==> src/rtl/idu_pkg.sv <==
// rtl/idu_pkg.sv - shared types, opcodes and immediate helper for the idu_stage decode slice
package idu_pkg;

  localparam logic [6:0] OPC_LUI     = 7'b0110111;
  localparam logic [6:0] OPC_AUIPC   = 7'b0010111;
  localparam logic [6:0] OPC_JAL     = 7'b1101111;
  localparam logic [6:0] OPC_JALR    = 7'b1100111;
  localparam logic [6:0] OPC_BRANCH  = 7'b1100011;
  localparam logic [6:0] OPC_LOAD    = 7'b0000011;
  localparam logic [6:0] OPC_STORE   = 7'b0100011;
  localparam logic [6:0] OPC_OPIMM   = 7'b0010011;
  localparam logic [6:0] OPC_OPIMM32 = 7'b0011011;
  localparam logic [6:0] OPC_OP      = 7'b0110011;
  localparam logic [6:0] OPC_OP32    = 7'b0111011;
  localparam logic [6:0] OPC_SYSTEM  = 7'b1110011;

  localparam logic [31:0] INST_ECALL  = 32'h0000_0073;
  localparam logic [31:0] INST_EBREAK = 32'h0010_0073;
  localparam logic [31:0] INST_MRET   = 32'h3020_0073;

  typedef enum logic [4:0] {
    ALU_ADD, ALU_SUB, ALU_SLL, ALU_SLT, ALU_SLTU, ALU_XOR, ALU_SRL, ALU_SRA,
    ALU_OR, ALU_AND, ALU_LUI, ALU_MUL, ALU_MULH, ALU_MULHSU, ALU_MULHU,
    ALU_DIV, ALU_DIVU, ALU_REM, ALU_REMU
  } alu_op_t;

  typedef enum logic [2:0] {
    IMM_NONE, IMM_I, IMM_S, IMM_B, IMM_U, IMM_J, IMM_SHAMT
  } imm_fmt_t;

  // imm is always carried at 64 bits; the stage keeps the low XLEN bits.
  typedef struct packed {
    logic [4:0]  rs1;
    logic [4:0]  rs2;
    logic [4:0]  rd;
    logic [63:0] imm;
    alu_op_t     alu_op;
    logic        src1_pc;
    logic        src2_imm;
    logic        word;
    logic        rf_we;
    logic        mem_re;
    logic        mem_we;
    logic [1:0]  mem_size;
    logic        mem_unsigned;
    logic        br;
    logic        jal;
    logic        jalr;
    logic [2:0]  br_cond;
    logic        ebreak;
    logic        ecall;
    logic        mret;
    logic        csr;
    logic        illegal;
  } idu_bundle_t;

  function automatic logic [63:0] imm_gen(input logic [31:0] inst, input imm_fmt_t fmt);
    case (fmt)
      IMM_I:     return {{52{inst[31]}}, inst[31:20]};
      IMM_S:     return {{52{inst[31]}}, inst[31:25], inst[11:7]};
      IMM_B:     return {{51{inst[31]}}, inst[31], inst[7], inst[30:25], inst[11:8], 1'b0};
      IMM_U:     return {{32{inst[31]}}, inst[31:12], 12'b0};
      IMM_J:     return {{43{inst[31]}}, inst[31], inst[19:12], inst[20], inst[30:21], 1'b0};
      IMM_SHAMT: return {58'b0, inst[25:20]};
      default:   return 64'b0;
    endcase
  endfunction

endpackage

==> src/rtl/idu_decode_comb.sv <==
// rtl/idu_decode_comb.sv - combinational RV32/RV64 instruction decoder; IDU_M_EXT_EN adds the M extension
module idu_decode_comb
  import idu_pkg::*;
#(
  parameter int XLEN = 64
) (
  input  logic [31:0] inst,
  output idu_bundle_t bundle
);

`ifdef IDU_M_EXT_EN
  localparam bit M_EXT = 1'b1;
`else
  localparam bit M_EXT = 1'b0;
`endif
  localparam bit RV64 = (XLEN == 64);

  logic [6:0] opc;
  logic [2:0] f3;
  logic [6:0] f7;
  imm_fmt_t   fmt;
  logic       ill;
  idu_bundle_t b;

  assign opc = inst[6:0];
  assign f3  = inst[14:12];
  assign f7  = inst[31:25];

  always_comb begin
    b   = '0;
    fmt = IMM_NONE;
    ill = 1'b0;
    case (opc)
      OPC_LUI: begin
        b.rd = inst[11:7]; b.rf_we = 1'b1; b.src2_imm = 1'b1; b.alu_op = ALU_LUI; fmt = IMM_U;
      end
      OPC_AUIPC: begin
        b.rd = inst[11:7]; b.rf_we = 1'b1; b.src1_pc = 1'b1; b.src2_imm = 1'b1; fmt = IMM_U;
      end
      OPC_JAL: begin
        b.rd = inst[11:7]; b.rf_we = 1'b1; b.jal = 1'b1;
        b.src1_pc = 1'b1; b.src2_imm = 1'b1; fmt = IMM_J;
      end
      OPC_JALR: begin
        b.rd = inst[11:7]; b.rs1 = inst[19:15]; b.rf_we = 1'b1; b.jalr = 1'b1;
        b.src2_imm = 1'b1; fmt = IMM_I; ill = (f3 != 3'b000);
      end
      OPC_BRANCH: begin
        b.rs1 = inst[19:15]; b.rs2 = inst[24:20]; b.br = 1'b1; b.br_cond = f3;
        b.src1_pc = 1'b1; b.src2_imm = 1'b1; fmt = IMM_B; ill = (f3[2:1] == 2'b01);
      end
      OPC_LOAD: begin
        b.rd = inst[11:7]; b.rs1 = inst[19:15]; b.rf_we = 1'b1; b.mem_re = 1'b1;
        b.mem_size = f3[1:0]; b.mem_unsigned = f3[2]; b.src2_imm = 1'b1; fmt = IMM_I;
        ill = (f3 == 3'b111) | (!RV64 && (f3 == 3'b011 || f3 == 3'b110));
      end
      OPC_STORE: begin
        b.rs1 = inst[19:15]; b.rs2 = inst[24:20]; b.mem_we = 1'b1; b.mem_size = f3[1:0];
        b.src2_imm = 1'b1; fmt = IMM_S;
        ill = f3[2] | (!RV64 && f3 == 3'b011);
      end
      OPC_OPIMM, OPC_OPIMM32: begin
        b.rd = inst[11:7]; b.rs1 = inst[19:15]; b.rf_we = 1'b1; b.src2_imm = 1'b1; fmt = IMM_I;
        // RV64 full-width shifts borrow funct7[0] as shamt[5]; W shifts and RV32 do not.
        case (f3)
          3'b000: b.alu_op = ALU_ADD;
          3'b010: b.alu_op = ALU_SLT;
          3'b011: b.alu_op = ALU_SLTU;
          3'b100: b.alu_op = ALU_XOR;
          3'b110: b.alu_op = ALU_OR;
          3'b111: b.alu_op = ALU_AND;
          3'b001: begin
            b.alu_op = ALU_SLL; fmt = IMM_SHAMT;
            ill = (RV64 && opc == OPC_OPIMM) ? (inst[31:26] != 6'b0) : (f7 != 7'b0);
          end
          default: begin
            fmt = IMM_SHAMT;
            b.alu_op = inst[30] ? ALU_SRA : ALU_SRL;
            ill = (RV64 && opc == OPC_OPIMM) ? ({inst[31], inst[29:26]} != 5'b0)
                                            : ({f7[6], f7[4:0]} != 6'b0);
          end
        endcase
        if (opc == OPC_OPIMM32) begin
          b.word = 1'b1;
          if (!RV64 || (f3 != 3'b000 && f3 != 3'b001 && f3 != 3'b101)) ill = 1'b1;
        end
      end
      OPC_OP, OPC_OP32: begin
        b.rd = inst[11:7]; b.rs1 = inst[19:15]; b.rs2 = inst[24:20]; b.rf_we = 1'b1;
        case ({f7, f3})
          {7'b0000000, 3'b000}: b.alu_op = ALU_ADD;
          {7'b0100000, 3'b000}: b.alu_op = ALU_SUB;
          {7'b0000000, 3'b001}: b.alu_op = ALU_SLL;
          {7'b0000000, 3'b010}: b.alu_op = ALU_SLT;
          {7'b0000000, 3'b011}: b.alu_op = ALU_SLTU;
          {7'b0000000, 3'b100}: b.alu_op = ALU_XOR;
          {7'b0000000, 3'b101}: b.alu_op = ALU_SRL;
          {7'b0100000, 3'b101}: b.alu_op = ALU_SRA;
          {7'b0000000, 3'b110}: b.alu_op = ALU_OR;
          {7'b0000000, 3'b111}: b.alu_op = ALU_AND;
          {7'b0000001, 3'b000}: b.alu_op = ALU_MUL;
          {7'b0000001, 3'b001}: b.alu_op = ALU_MULH;
          {7'b0000001, 3'b010}: b.alu_op = ALU_MULHSU;
          {7'b0000001, 3'b011}: b.alu_op = ALU_MULHU;
          {7'b0000001, 3'b100}: b.alu_op = ALU_DIV;
          {7'b0000001, 3'b101}: b.alu_op = ALU_DIVU;
          {7'b0000001, 3'b110}: b.alu_op = ALU_REM;
          {7'b0000001, 3'b111}: b.alu_op = ALU_REMU;
          default:              ill = 1'b1;
        endcase
        if (f7 == 7'b0000001 && !M_EXT) ill = 1'b1;
        if (opc == OPC_OP32) begin
          b.word = 1'b1;
          if (!RV64) ill = 1'b1;
          case (b.alu_op)
            ALU_SLT, ALU_SLTU, ALU_XOR, ALU_OR, ALU_AND,
            ALU_MULH, ALU_MULHSU, ALU_MULHU: ill = 1'b1;
            default: ;
          endcase
        end
      end
      OPC_SYSTEM: begin
        if (f3 == 3'b000) begin
          case (inst)
            INST_ECALL:  b.ecall  = 1'b1;
            INST_EBREAK: b.ebreak = 1'b1;
            INST_MRET:   b.mret   = 1'b1;
            default:     ill      = 1'b1;
          endcase
        end else begin
          b.rd = inst[11:7]; b.rs1 = inst[19:15]; b.rf_we = 1'b1; b.csr = 1'b1;
          fmt = IMM_I; ill = (f3 == 3'b100);
        end
      end
      default: ill = 1'b1;
    endcase
    b.imm     = imm_gen(inst, fmt);
    b.illegal = ill;
    if (ill) begin
      b.rf_we  = 1'b0;
      b.mem_re = 1'b0;
      b.mem_we = 1'b0;
    end
    if (b.rd == 5'd0) b.rf_we = 1'b0;
  end

  assign bundle = b;

endmodule

==> src/rtl/idu_stage.sv <==
// rtl/idu_stage.sv - registered decode stage with skid buffer, flush and ebreak halt sequencing
module idu_stage
  import idu_pkg::*;
#(
  parameter int XLEN            = 64,
  parameter int HALT_ON_ILLEGAL = 0
) (
  input  logic            clk,
  input  logic            rst_n,
  input  logic            flush,
  input  logic            in_valid,
  output logic            in_ready,
  input  logic [31:0]     in_inst,
  input  logic [XLEN-1:0] in_pc,
  output logic            out_valid,
  input  logic            out_ready,
  output logic [XLEN-1:0] out_pc,
  output logic [4:0]      out_rs1,
  output logic [4:0]      out_rs2,
  output logic [4:0]      out_rd,
  output logic [XLEN-1:0] out_imm,
  output logic [4:0]      out_alu_op,
  output logic            out_src1_pc,
  output logic            out_src2_imm,
  output logic            out_word,
  output logic            out_rf_we,
  output logic            out_mem_re,
  output logic            out_mem_we,
  output logic [1:0]      out_mem_size,
  output logic            out_mem_unsigned,
  output logic            out_br,
  output logic            out_jal,
  output logic            out_jalr,
  output logic [2:0]      out_br_cond,
  output logic            out_ebreak,
  output logic            out_ecall,
  output logic            out_mret,
  output logic            out_csr,
  output logic            out_illegal,
  output logic            halted
);

  localparam logic [1:0] ST_RUN       = 2'd0;
  localparam logic [1:0] ST_HALT_PEND = 2'd1;
  localparam logic [1:0] ST_HALTED    = 2'd2;

  logic [1:0]      state;
  idu_bundle_t     dec, out_q, skid_q;
  logic [XLEN-1:0] out_pc_q, skid_pc_q;
  logic            out_valid_q, skid_valid;
  logic            accept, drain, out_free, halt_trig;

  idu_decode_comb #(.XLEN(XLEN)) u_decode (
    .inst   (in_inst),
    .bundle (dec)
  );

  assign in_ready  = (state == ST_RUN) & ~skid_valid & ~flush;
  assign accept    = in_valid & in_ready;
  assign drain     = out_valid_q & out_ready;
  assign out_free  = ~out_valid_q | out_ready;
  assign halt_trig = dec.ebreak | ((HALT_ON_ILLEGAL != 0) & dec.illegal);

  always_ff @(posedge clk or negedge rst_n) begin
    if (!rst_n) begin
      out_valid_q <= 1'b0;
      skid_valid  <= 1'b0;
      out_q       <= '0;
      skid_q      <= '0;
      out_pc_q    <= '0;
      skid_pc_q   <= '0;
    end else if (flush) begin
      out_valid_q <= 1'b0;
      skid_valid  <= 1'b0;
    end else if (out_free) begin
      // accept is never high while the skid entry is occupied, so these branches are exclusive
      if (skid_valid) begin
        out_q       <= skid_q;
        out_pc_q    <= skid_pc_q;
        out_valid_q <= 1'b1;
        skid_valid  <= 1'b0;
      end else begin
        out_valid_q <= accept;
        if (accept) begin
          out_q    <= dec;
          out_pc_q <= in_pc;
        end
      end
    end else if (accept) begin
      skid_q     <= dec;
      skid_pc_q  <= in_pc;
      skid_valid <= 1'b1;
    end
  end

  // While pending, nothing younger enters, so the last bundle to drain is the halting one.
  always_ff @(posedge clk or negedge rst_n) begin
    if (!rst_n) begin
      state <= ST_RUN;
    end else begin
      case (state)
        ST_RUN:       if (accept && halt_trig) state <= ST_HALT_PEND;
        ST_HALT_PEND: if (flush) state <= ST_RUN;
                      else if (drain && !skid_valid) state <= ST_HALTED;
        ST_HALTED:    state <= ST_HALTED;
        default:      state <= ST_RUN;
      endcase
    end
  end

  assign out_valid        = out_valid_q;
  assign out_pc           = out_pc_q;
  assign out_rs1          = out_q.rs1;
  assign out_rs2          = out_q.rs2;
  assign out_rd           = out_q.rd;
  assign out_imm          = out_q.imm[XLEN-1:0];
  assign out_alu_op       = out_q.alu_op;
  assign out_src1_pc      = out_q.src1_pc;
  assign out_src2_imm     = out_q.src2_imm;
  assign out_word         = out_q.word;
  assign out_rf_we        = out_q.rf_we;
  assign out_mem_re       = out_q.mem_re;
  assign out_mem_we       = out_q.mem_we;
  assign out_mem_size     = out_q.mem_size;
  assign out_mem_unsigned = out_q.mem_unsigned;
  assign out_br           = out_q.br;
  assign out_jal          = out_q.jal;
  assign out_jalr         = out_q.jalr;
  assign out_br_cond      = out_q.br_cond;
  assign out_ebreak       = out_q.ebreak;
  assign out_ecall        = out_q.ecall;
  assign out_mret         = out_q.mret;
  assign out_csr          = out_q.csr;
  assign out_illegal      = out_q.illegal;
  assign halted           = (state == ST_HALTED);

endmodule

==> config.mk <==
export PLATFORM = sky130hd
export DESIGN_NAME = idu_stage
export DESIGN_NICKNAME = d
export VERILOG_FILES = /design/src/rtl/idu_pkg.sv /design/src/rtl/idu_decode_comb.sv /design/src/rtl/idu_stage.sv
export SDC_FILE = /design/constraint.sdc
export NUM_CORES = 1
export LEC_CHECK = 0
export CAP_MARGIN = 30
export CORE_ASPECT_RATIO = 0.8
export CORE_UTILIZATION = 51
export DETAILED_ROUTE_END_ITERATION = 8
export HOLD_SLACK_MARGIN = 0.02
export PLACE_DENSITY = 0.79
export SLEW_MARGIN = 20
export SYNTH_ARGS = -nofsm -noshare
export SYNTH_HDL_FRONTEND = slang
export SYNTH_SLANG_ARGS = --single-unit
==> constraint.sdc <==
create_clock -name clk -period 2.5 [get_ports clk]
set_clock_uncertainty 0.15 [all_clocks]
set_input_delay 0.25 -clock clk [delete_from_list [all_inputs] [get_ports clk]]
set_output_delay 0.25 -clock clk [all_outputs]
set_load 0.005 [all_outputs]
==> flow_metrics.py, run 1 <==
metrics = {
    "worst_setup_path": {
        "r2r_cells": 6,
        "r2r-end": "out_imm[14]",
        "worstPathMaxFanout": 5,
        "worstPathArrival_ps": 2040,
        "crit_path_end_kind": "primary output",
        "critPathSlowestCell": "clkdlybuf4s50_1",
        "worstPathRequired_ps": 2100,
        "r2r_setup_slack_ps": 280,
        "r2r-start": "state[0]",
        "setup.worst_path.start_class": "register",
        "slowest_delay_ps": 530,
        "crit_chain": "nor4_2 > buf_4 > clkdlybuf4s50_1",
        "worstSetupPathType": "register to primary output",
    },
    "cts": {
        "clk_path_buf_depth": 3,
        "cts_tree": "built",
        "clkSinkCount": 276,
        "clock_latency_ps": 550,
        "cts_root_buf": "clkbuf_16",
        "htree_levels": 1,
        "clk_pin_slew_ps": 60,
        "cts_buffers": 28,
    },
    "synth": {
        "synth.most_common_cell": "nand2_1",
        "synthCells": 1409,
        "avgSynthCellArea_um2": 9.066,
        "synth-async-reset-ratio_pct": 100.0,
        "yosys-top-cells-area": "dfrtp_1 54%, nand2_1 12%, o21ai_0 6.3%",
        "ys_seq_area_share_pct": 54.07,
        "ys_ff_latch": 276,
        "yosysTopAreaCell": "dfrtp_1",
        "synth_fp_nets": 1510,
        "synth_common_cells": "411 x nand2_1, 276 x dfrtp_1, 160 x o21ai_0",
        "yosysWarnings": 0,
        "synth_top_area_share_pct": 54.07,
        "synth_cell_types": 64,
        "synth_enable_flop_cells": 0,
        "synth_flop_cell": "dfrtp_1",
        "synth_area_um2": 12770,
    },
    "pwr": {
        "power_density_nw_per_um2": 713.5,
        "power_frac_seq_pct": 44.2,
        "combPwrFrac_pct": 18.8,
        "p_leak_uw": 0.007614,
        "p_int_uw": 9220,
        "power_uw": 12450,
        "p_switching_uw": 3230,
        "pwr-share-clk_pct": 37.0,
        "ir_worst_vdd_mv": 0.4759,
        "p_sw_share_pct": 25.94,
    },
    "final_layout": {
        "syn_to_final_growth_pct": 36.61,
        "fillers": 1844,
        "final_nets": 1811,
        "diodes": 0,
        "drive_gt1_share_pct": 11.43,
        "final_area_um2": 17450,
        "fin_util_pct": 71.40,
    },
    "detailed_routing": {
        "drt_iter0_drc": 904,
        "vias": 11320,
        "post_drt_wl_per_cell_um": 17.71,
        "drt_pass1_iterations": 5,
        "drc": 0,
        "wirelength_um": 36310,
        "vias_per_cell": 5.520,
        "detail-route-antenna-nets": 0,
    },
    "die": {
        "start_util_pct": 52.27,
        "fp.dieH_um": 143.6,
        "rows": 51,
        "core_area_um2": 24440,
        "die-area_um2": 25690,
        "dieWidth_um": 178.9,
        "ios": 272,
    },
    "global_route": {
        "antenna_found_initial": 1,
        "grt_usage_pct": 28.12,
        "grt_pass1_vias": 10790,
        "grt.overflow.total": 0,
        "grt_max_degree": 110,
        "grt_pass1_wl_um": 57170,
    },
    "run_status": {
        "status": "finished clean",
    },
    "sta": {
        "worst_slew_margin_rel_pct": 47.37,
        "slew_violations": 0,
        "setup_viol": 0,
        "fin_crit_sh_pct": 97.54,
        "fmax_mhz": 410.1,
        "tightest_slew_ps": 784.2,
        "tns_ps": 0,
        "finalCriticalPeriod_ps": 2438,
        "hold_viol_final": 0,
        "grt_setup_unrepaired": "false",
    },
    "flow_run": {
        "cap_violations": 0,
    },
    "min_path": {
        "hold_path.class": "input pin to async pin",
    },
    "place": {
        "dpl_cell_area_um2": 16400,
        "gp_congestion": 0.9475,
        "portBuffers": 271,
        "dp_hpwl_um": 25110,
    },
}
## worst max-delay path: cells and delay by family (launching register included)
family	cells	cell delay [ps]
AND/OR/NAND/NOR	1	280
buffers and inverters	2	680
flip-flops	1	520
## state kept, by name, indices dropped and copies added, names as in the netlist, 5 cells and up
signal / count
skid_pc_q: 64
out_rd: 5
out_rs2: 5
out_pc: 64
out_rs1: 5
out_imm: 32
skid_q: 72
out_alu_op: 5
## what timing repair did
action,CTS,global route
buffers inserted,0,1
endpoints found under the setup margin,1,1
hold endpoints to repair,276,0
hold buffers,1,0
gates resized for setup,1,0
pin swaps,0,0
## kinds of logic after synthesis
family | share of synthesized area, %
fa+ha+maj | 0.07837
xor+xnor | 0.06858
simple gates | 20.55
flops | 54.07
compound gates | 15.09
buf+inv | 4.966
mux | 5.172
## through the flow
stage	setup slack [ps]	hold slack [ps]	instances
final	61.56	43.26	2050
after global routing	27.84	89.53	2050
after CTS	9.269	56.53	2049
after detailed placement	-294.7	45.00	1996
after global placement	-285.2	47.02	1995
after floorplan	235.2	-195.6	1409
## metal layers
metal  wire (um)  share of wire [%]  vias to the layer above  track usage [%]
met2       16120                 44                      415            42.74
li1            -                  -                     5381                -
met3        3043                8.4                       67            5.899
met5          83               0.23                        -            2.183
met4         964                2.7                        4            8.029
met1       16100                 44                     5448            40.39
## final cells by class
| class | instances | area (um2) | area share, % |
|---|---|---|---|
| Sequential cell | 276 | 6910 | 39.60 |
| Multi-Input combinational cell | 1000 | 5268 | 30.19 |
| Timing Repair Buffer | 400 | 3834 | 21.97 |
| Clock buffer | 34 | 753.2 | 4.316 |
| Tap cell | 318 | 397.9 | 2.280 |
| Clock inverter | 18 | 272.8 | 1.563 |
| Inverter | 4 | 15.01 | 0.08604 |
## how the worst max path moves through the flow
stage                startpoint    endpoint
floorplan            in_inst[3]   out_rf_we
global placement    in_inst[31]  skid_q[16]
detailed placement  in_inst[27]   out_rf_we
CTS                  skid_valid    in_ready
global route         skid_valid    in_ready
finish               skid_valid    in_ready
## cell usage in the layout (no fill, tap or decap), drive strengths merged, types with 9 or more instances in the layout
cell type      netlist  layout
nand2              411     411
dfrtp              276     276
clkdlybuf4s50        0     270
o21ai              160     160
buf                 53     129
a21oi               91      91
mux2i               66      66
nor2                58      58
clkbuf              76      34
nand3b              23      23
o21a                20      20
nand3               17      17
nor3                17      17
o211ai              15      15
and3                12      12
o31ai                9       9
## power groups by stage
stage | clock network (uW) | logic (uW) | registers [uW]
2_1_floorplan | 0 | 954 | 5530
3_3_place_gp | 0 | 2260 | 5530
3_5_place_dp | 0 | 2330 | 5560
4_1_cts | 4670 | 2360 | 5490
5_1_grt | 4840 | 2580 | 5570
6_report | 4610 | 2340 | 5500
Note: power is estimated with default switching activity, not from simulation.
==> run 2: changes to the inputs <==
--- a/config.mk
+++ b/config.mk
@@ -6,10 +6,11 @@
 export NUM_CORES = 1
 export LEC_CHECK = 0
+export ABC_AREA = 1
 export CAP_MARGIN = 30
 export CORE_ASPECT_RATIO = 0.8
-export CORE_UTILIZATION = 51
+export CORE_UTILIZATION = 52
 export DETAILED_ROUTE_END_ITERATION = 8
 export HOLD_SLACK_MARGIN = 0.02
-export PLACE_DENSITY = 0.79
+export PLACE_DENSITY = 0.8
 export SLEW_MARGIN = 20
 export SYNTH_ARGS = -nofsm -noshare
==> constraint.sdc (replaced) <==
create_clock -name clk -period 2.5 [get_ports clk]
set_clock_uncertainty 0.15 [all_clocks]
set_input_delay 0.75 -clock clk [delete_from_list [all_inputs] [get_ports clk]]
set_output_delay 0.75 -clock clk [all_outputs]
set_load 0.005 [all_outputs]
==> flow_metrics.py, run 2 <==
metrics = {
    "sta": {
        "fmax_mhz": 406.2,
        "hold_viol_final": 0,
        "fin_crit_sh_pct": 98.47,
        "slew_violations": 0,
        "tightest_slew_ps": 857.9,
        "tns_ps": 0,
        "worst_slew_margin_rel_pct": 42.81,
        "grt_setup_unrepaired": "true",
        "finalWorstSetupSlack_ps": 38.20,
        "finalCriticalPeriod_ps": 2462,
        "setup_viol": 0,
    },
    "run_status": {
        "status": "complete, but fails checks",
        "failed_checks": "design-rule violations",
    },
    "cts": {
        "cts_root_buf": "clkbuf_16",
        "htree_levels": 1,
        "clock_latency_ps": 570,
        "clk_pin_slew_ps": 60,
        "cts_tree": "built",
        "clkSinkCount": 276,
        "cts_buffers": 29,
        "clk_path_buf_depth": 3,
    },
    "global_route": {
        "grt_usage_pct": 29.86,
        "grt_pass1_vias": 11560,
        "grt_pass1_wl_um": 61600,
        "grt.overflow.total": 0,
        "grt_max_degree": 196,
        "antenna_found_initial": 0,
    },
    "die": {
        "start_util_pct": 53.49,
        "fp.dieH_um": 144.4,
        "rows": 51,
        "dieWidth_um": 180.0,
        "ios": 272,
        "core_area_um2": 24630,
        "die-area_um2": 25980,
    },
    "synth": {
        "synth_fp_nets": 1737,
        "synth_top_area_share_pct": 52.42,
        "synth-async-reset-ratio_pct": 100.0,
        "yosysTopAreaCell": "dfrtp_1",
        "synth_cell_types": 41,
        "synth_area_um2": 13180,
        "synth_enable_flop_cells": 0,
        "ys_seq_area_share_pct": 52.42,
        "synth_flop_cell": "dfrtp_1",
        "synthCells": 1636,
        "ys_ff_latch": 276,
        "synth.most_common_cell": "nand2_1",
        "yosysWarnings": 0,
        "yosys-top-cells-area": "dfrtp_1 52%, nand2_1 14%, o21ai_0 7.4%",
        "synth_common_cells": "483 x nand2_1, 276 x dfrtp_1, 194 x o21ai_0",
        "avgSynthCellArea_um2": 8.053,
    },
    "worst_setup_path": {
        "worstSetupPathType": "input pin to primary output",
        "r2r_setup_slack_ps": 280,
        "worstPathMaxFanout": 2,
        "crit_path_end_kind": "primary output",
        "worstPathArrival_ps": 1560,
        "setup.worst_path.start_class": "input pin",
        "worstPathRequired_ps": 1600,
    },
    "final_layout": {
        "syn_to_final_growth_pct": 36.25,
        "diodes": 0,
        "largest_register": "skid_q",
        "multi_input_area_um2": 5152,
        "final_nets": 2076,
        "fillers": 1866,
        "final_area_um2": 17950,
        "layout_common_cells": "481 x nand2_1, 275 x dfrtp_1, 231 x clkdlybuf4s50_1",
        "largest_reg_flops": 72,
        "seq_area_um2": 6908,
        "fin_util_pct": 72.88,
        "final_common_cell": "nand2_1",
        "drive_gt1_share_pct": 13.58,
    },
    "flow_run": {
        "cap_violations": 0,
    },
    "detailed_routing": {
        "vias_per_cell": 5.347,
        "drt_iter0_drc": 1154,
        "post_drt_wl_per_cell_um": 16.73,
        "wirelength_um": 38720,
        "detail-route-antenna-nets": 0,
        "vias": 12370,
        "drt_pass1_iterations": 9,
        "drc": 13,
    },
    "place": {
        "portBuffers": 271,
        "dpl_cell_area_um2": 16970,
        "place_ws_ps": -496.0,
        "gp_congestion": 0.9591,
        "dp_hpwl_um": 27500,
    },
    "pwr": {
        "p_switching_uw": 3126,
        "p_int_uw": 8648,
        "p_leak_uw": 0.009040,
        "power_density_nw_per_um2": 655.9,
        "combPwrFrac_pct": 18.2,
        "pwr-share-clk_pct": 34.9,
        "power_frac_seq_pct": 46.9,
        "ir_worst_vdd_mv": 0.4957,
        "p_sw_share_pct": 26.55,
    },
    "min_path": {
        "hold_path.class": "register to register",
    },
}
-- run 2: cell types whose count changed after synthesis, sizes merged, moves of 13 or more --
cell / previous run / this run
o21ai: 160 / 350
inv: 4 / 121
nand2: 411 / 500
mux2i: 66 / 0
nor2: 58 / 117
a21oi: 91 / 44
clkbuf: 76 / 41
buf: 53 / 84
nand3: 17 / 46
nand3b: 23 / 2
nor3: 17 / 4
-- run 2: through the flow --
stage	instances	hold WS, ps	power (uW)
after floorplan	1636	292.6	6388
after detailed placement	2257	310.2	7733
after global routing	2314	345.3	12290
after CTS	2311	326.1	11820
after global placement	2257	305.3	7638
final	2314	322.4	11770
-- run 2: logic make-up (layout without fill, tap and decap cells) --
| kind of cell | count (synthesis) | in the layout | share of synthesized area [%] |
|---|---|---|---|
| AND/OR/NAND/NOR | 679 | 679 | 21.20 |
| AO/OA/AOI/OAI | 434 | 434 | 17.45 |
| flip-flops | 276 | 276 | 52.42 |
| buffers and inverters | 247 | 607 | 8.927 |
-- run 2: path summary, 6_finish.rpt --
path | endpoint | start | depth (start not counted)
worst min-delay path | skid_q[39] | skid_q[39] | 2
worst min register to register | skid_q[39] | skid_q[39] | 2
min in group asynchronous | skid_pc_q[46] | rst_n | 2
worst max-delay path | in_ready | flush | 3
worst max register to register | out_alu_op[1] | state[1] | 9
max in group asynchronous | out_pc[14] | rst_n | 4
-- run 2: critical path, cell delays in order --
cell and delay [ps]:
dlygate4sd2_1 280, nor4_4 290, clkdlybuf4s15_1 240
-- run 2: layer usage --
layer  global-route usage, %  vias up  wire [um]  share of wire (%)
met5                       0        -          0                  0
li1                        -     5952          -                  -
met3                   4.533       57       2693                7.0
met4                   8.031        0        864                2.2
met2                   46.36      444      17590                 45
met1                   43.84     5921      17570                 45
-- run 2: cell type report --
| cell class | count | area share, % |
|---|---|---|
| Sequential cell | 276 | 38.48 |
| Multi-Input combinational cell | 1113 | 28.70 |
| Timing Repair Buffer | 433 | 22.93 |
| Clock inverter | 7 | 0.3206 |
| Clock buffer | 45 | 4.712 |
| Tap cell | 318 | 2.216 |
| Inverter | 122 | 2.635 |
-- run 2: power by group through the flow --
stage | Sequential, uW | Clock, uW | Combinational [uW]
2_1_floorplan | 5520 | 0 | 866
3_3_place_gp | 5550 | 0 | 2090
3_5_place_dp | 5580 | 0 | 2160
4_1_cts | 5520 | 4150 | 2160
5_1_grt | 5590 | 4330 | 2380
6_report | 5520 | 4100 | 2150
-- run 2: what timing repair did --
| action | in CTS | in global routing |
|---|---|---|
| pin swaps | 0 | 2 |
| hold buffers | 1 | 0 |
| endpoints found under the hold margin | 29 | 0 |
| resized for setup | 39 | 23 |
| setup endpoints to repair | 35 | 24 |
| buffers inserted | 1 | 3 |
==> run 3: changes to the inputs <==
GPL_TIMING_DRIVEN = 0   (was not set)
==> flow_metrics.py, run 3 (same netlist as run 2, synthesis figures left out) <==
metrics = {
    "final_layout": {
        "final_common_cell": "nand2_1",
        "seq_area_um2": 6912,
        "final_area_um2": 17640,
        "fillers": 1961,
        "layout_common_cells": "473 x nand2_1, 274 x dfrtp_1, 209 x clkdlybuf4s50_1",
        "diodes": 0,
        "syn_to_final_growth_pct": 33.89,
        "largest_reg_flops": 72,
        "drive_gt1_share_pct": 14.14,
        "final_nets": 2063,
        "largest_register": "skid_q",
        "fin_cells": 2298,
        "multi_input_area_um2": 5268,
    },
    "detailed_routing": {
        "post_drt_wl_per_cell_um": 19.60,
        "drt_pass1_iterations": 9,
        "drt_iter0_drc": 1555,
        "wirelength_um": 45050,
        "detail-route-antenna-nets": 0,
        "vias": 13110,
        "drc": 13,
        "vias_per_cell": 5.706,
    },
    "cts": {
        "cts_buffers": 28,
        "clkSinkCount": 276,
        "cts_tree": "built",
        "clk_path_buf_depth": 3,
        "htree_levels": 1,
        "hold_buffers": 0,
        "clock_latency_ps": 550,
        "cts_root_buf": "clkbuf_16",
        "clk_pin_slew_ps": 60,
    },
    "run_status": {
        "failed_checks": "design-rule violations",
        "status": "complete, but fails checks",
    },
    "global_route": {
        "grt_pass1_vias": 12440,
        "antenna_found_initial": 0,
        "grt_pass1_wl_um": 69300,
        "grt_max_degree": 82,
        "grt_usage_pct": 34.55,
        "grt.overflow.total": 0,
    },
    "die": {
        "fp.dieH_um": 144.4,
        "rows": 51,
        "core_area_um2": 24630,
        "dieWidth_um": 180.0,
        "ios": 272,
        "die-area_um2": 25980,
        "start_util_pct": 53.49,
    },
    "sta": {
        "setup_viol": 0,
        "tightest_slew_ps": 854.0,
        "slew_violations": 0,
        "fin_crit_sh_pct": 99.40,
        "finalWorstSetupSlack_ps": 15.06,
        "worst_slew_margin_rel_pct": 43.07,
        "fmax_mhz": 402.4,
        "hold_viol_final": 0,
        "finalCriticalPeriod_ps": 2485,
    },
    "worst_setup_path": {
        "r2r-start": "state[1]",
        "worstSetupPathType": "register to primary output",
        "setup.worst_path.start_class": "register",
        "r2r_cells": 11,
        "crit_chain": "buf_12 > buf_4 > dlygate4sd2_1",
        "r2r_setup_slack_ps": 110,
        "startpoint": "out_imm[62]",
        "critPathSlowestCell": "dfrtp_4",
        "worstPathMaxFanout": 15,
        "slowest_delay_ps": 500,
        "crit_end": "out_imm[38]",
        "r2r-end": "out_ecall",
        "worstPathRequired_ps": 1600,
        "crit_path_end_kind": "primary output",
        "worstPathArrival_ps": 1580,
    },
    "place": {
        "dp_hpwl_um": 31980,
        "placed_cells_incl_taps": 2227,
        "dpl_cell_area_um2": 16360,
        "gp_congestion": 1.011,
        "portBuffers": 270,
        "place_ws_ps": -880.9,
    },
    "pwr": {
        "ir_worst_vdd_mv": 0.5158,
        "power_density_nw_per_um2": 688.1,
        "p_leak_uw": 0.008818,
    },
    "min_path": {
        "hold_path.class": "input pin to async pin",
    },
    "flow_run": {
        "cap_violations": 0,
    },
}
[run 3: what timing repair did]
item | CTS | global route
endpoints found under the hold margin | 0 | 0
endpoints found under the setup margin | 101 | 145
resized for setup | 98 | 62
setup buffers | 17 | 6
pin swaps | 8 | 12
[run 3: power by group]
| group | internal, uW | leakage, uW | switching, uW |
|---|---|---|---|
| clock network | 2690 | 0.000484 | 1770 |
| logic | 1140 | 0.00474 | 1030 |
| registers | 5140 | 0.00360 | 376 |
[run 3: cell type report]
cell class	count	share of cell area [%]
plain buffers	125	4.163
clock buffers	38	4.646
clock inverters	10	0.8511
inverters	122	2.624
multi-input cells	1113	29.86
flip-flops and latches	276	39.18
well taps	318	2.255
repair buffers	296	16.42
[run 3: worst max-delay path, delay by kind of cell, from the launching register on]
kind,cells,cell delay [ps]
buf+inv,3,540
flops,1,500
[run 3: stage by stage]
step	TNS [ps]	hold WS, ps	utilization, %	power (uW)
after floorplan	0	292.6	-	6388
after global placement	-3220420	305.3	66.08	7608
after detailed placement	-122840	311.7	66.43	7693
after CTS	0	50.69	70.98	12100
after global routing	-2.711	70.32	71.62	12590
final	0	6.039	71.62	12140
[run 3: per-layer routing]
metal | GRT usage [%] | vias to the layer above | wire, um
met5 | 0 | - | 0
met4 | 11.43 | 0 | 1523
met3 | 6.648 | 123 | 4464
met2 | 52.18 | 737 | 19750
met1 | 50.19 | 6320 | 19310
li1 | - | 5933 | -
[run 3: worst min-delay path by stage]
stage | slack [ps] | endpoint | startpoint | cells past startpoint
after floorplan | 290 | skid_q[19] | skid_q[19] | 2
after global placement | 310 | skid_q[7] | skid_q[7] | 2
after detailed placement | 310 | skid_q[97] | skid_q[97] | 2
after CTS | 50 | out_pc[52] | rst_n | 1
after global routing | 70 | out_pc[51] | rst_n | 1
final | 6 | skid_pc_q[43] | rst_n | 1
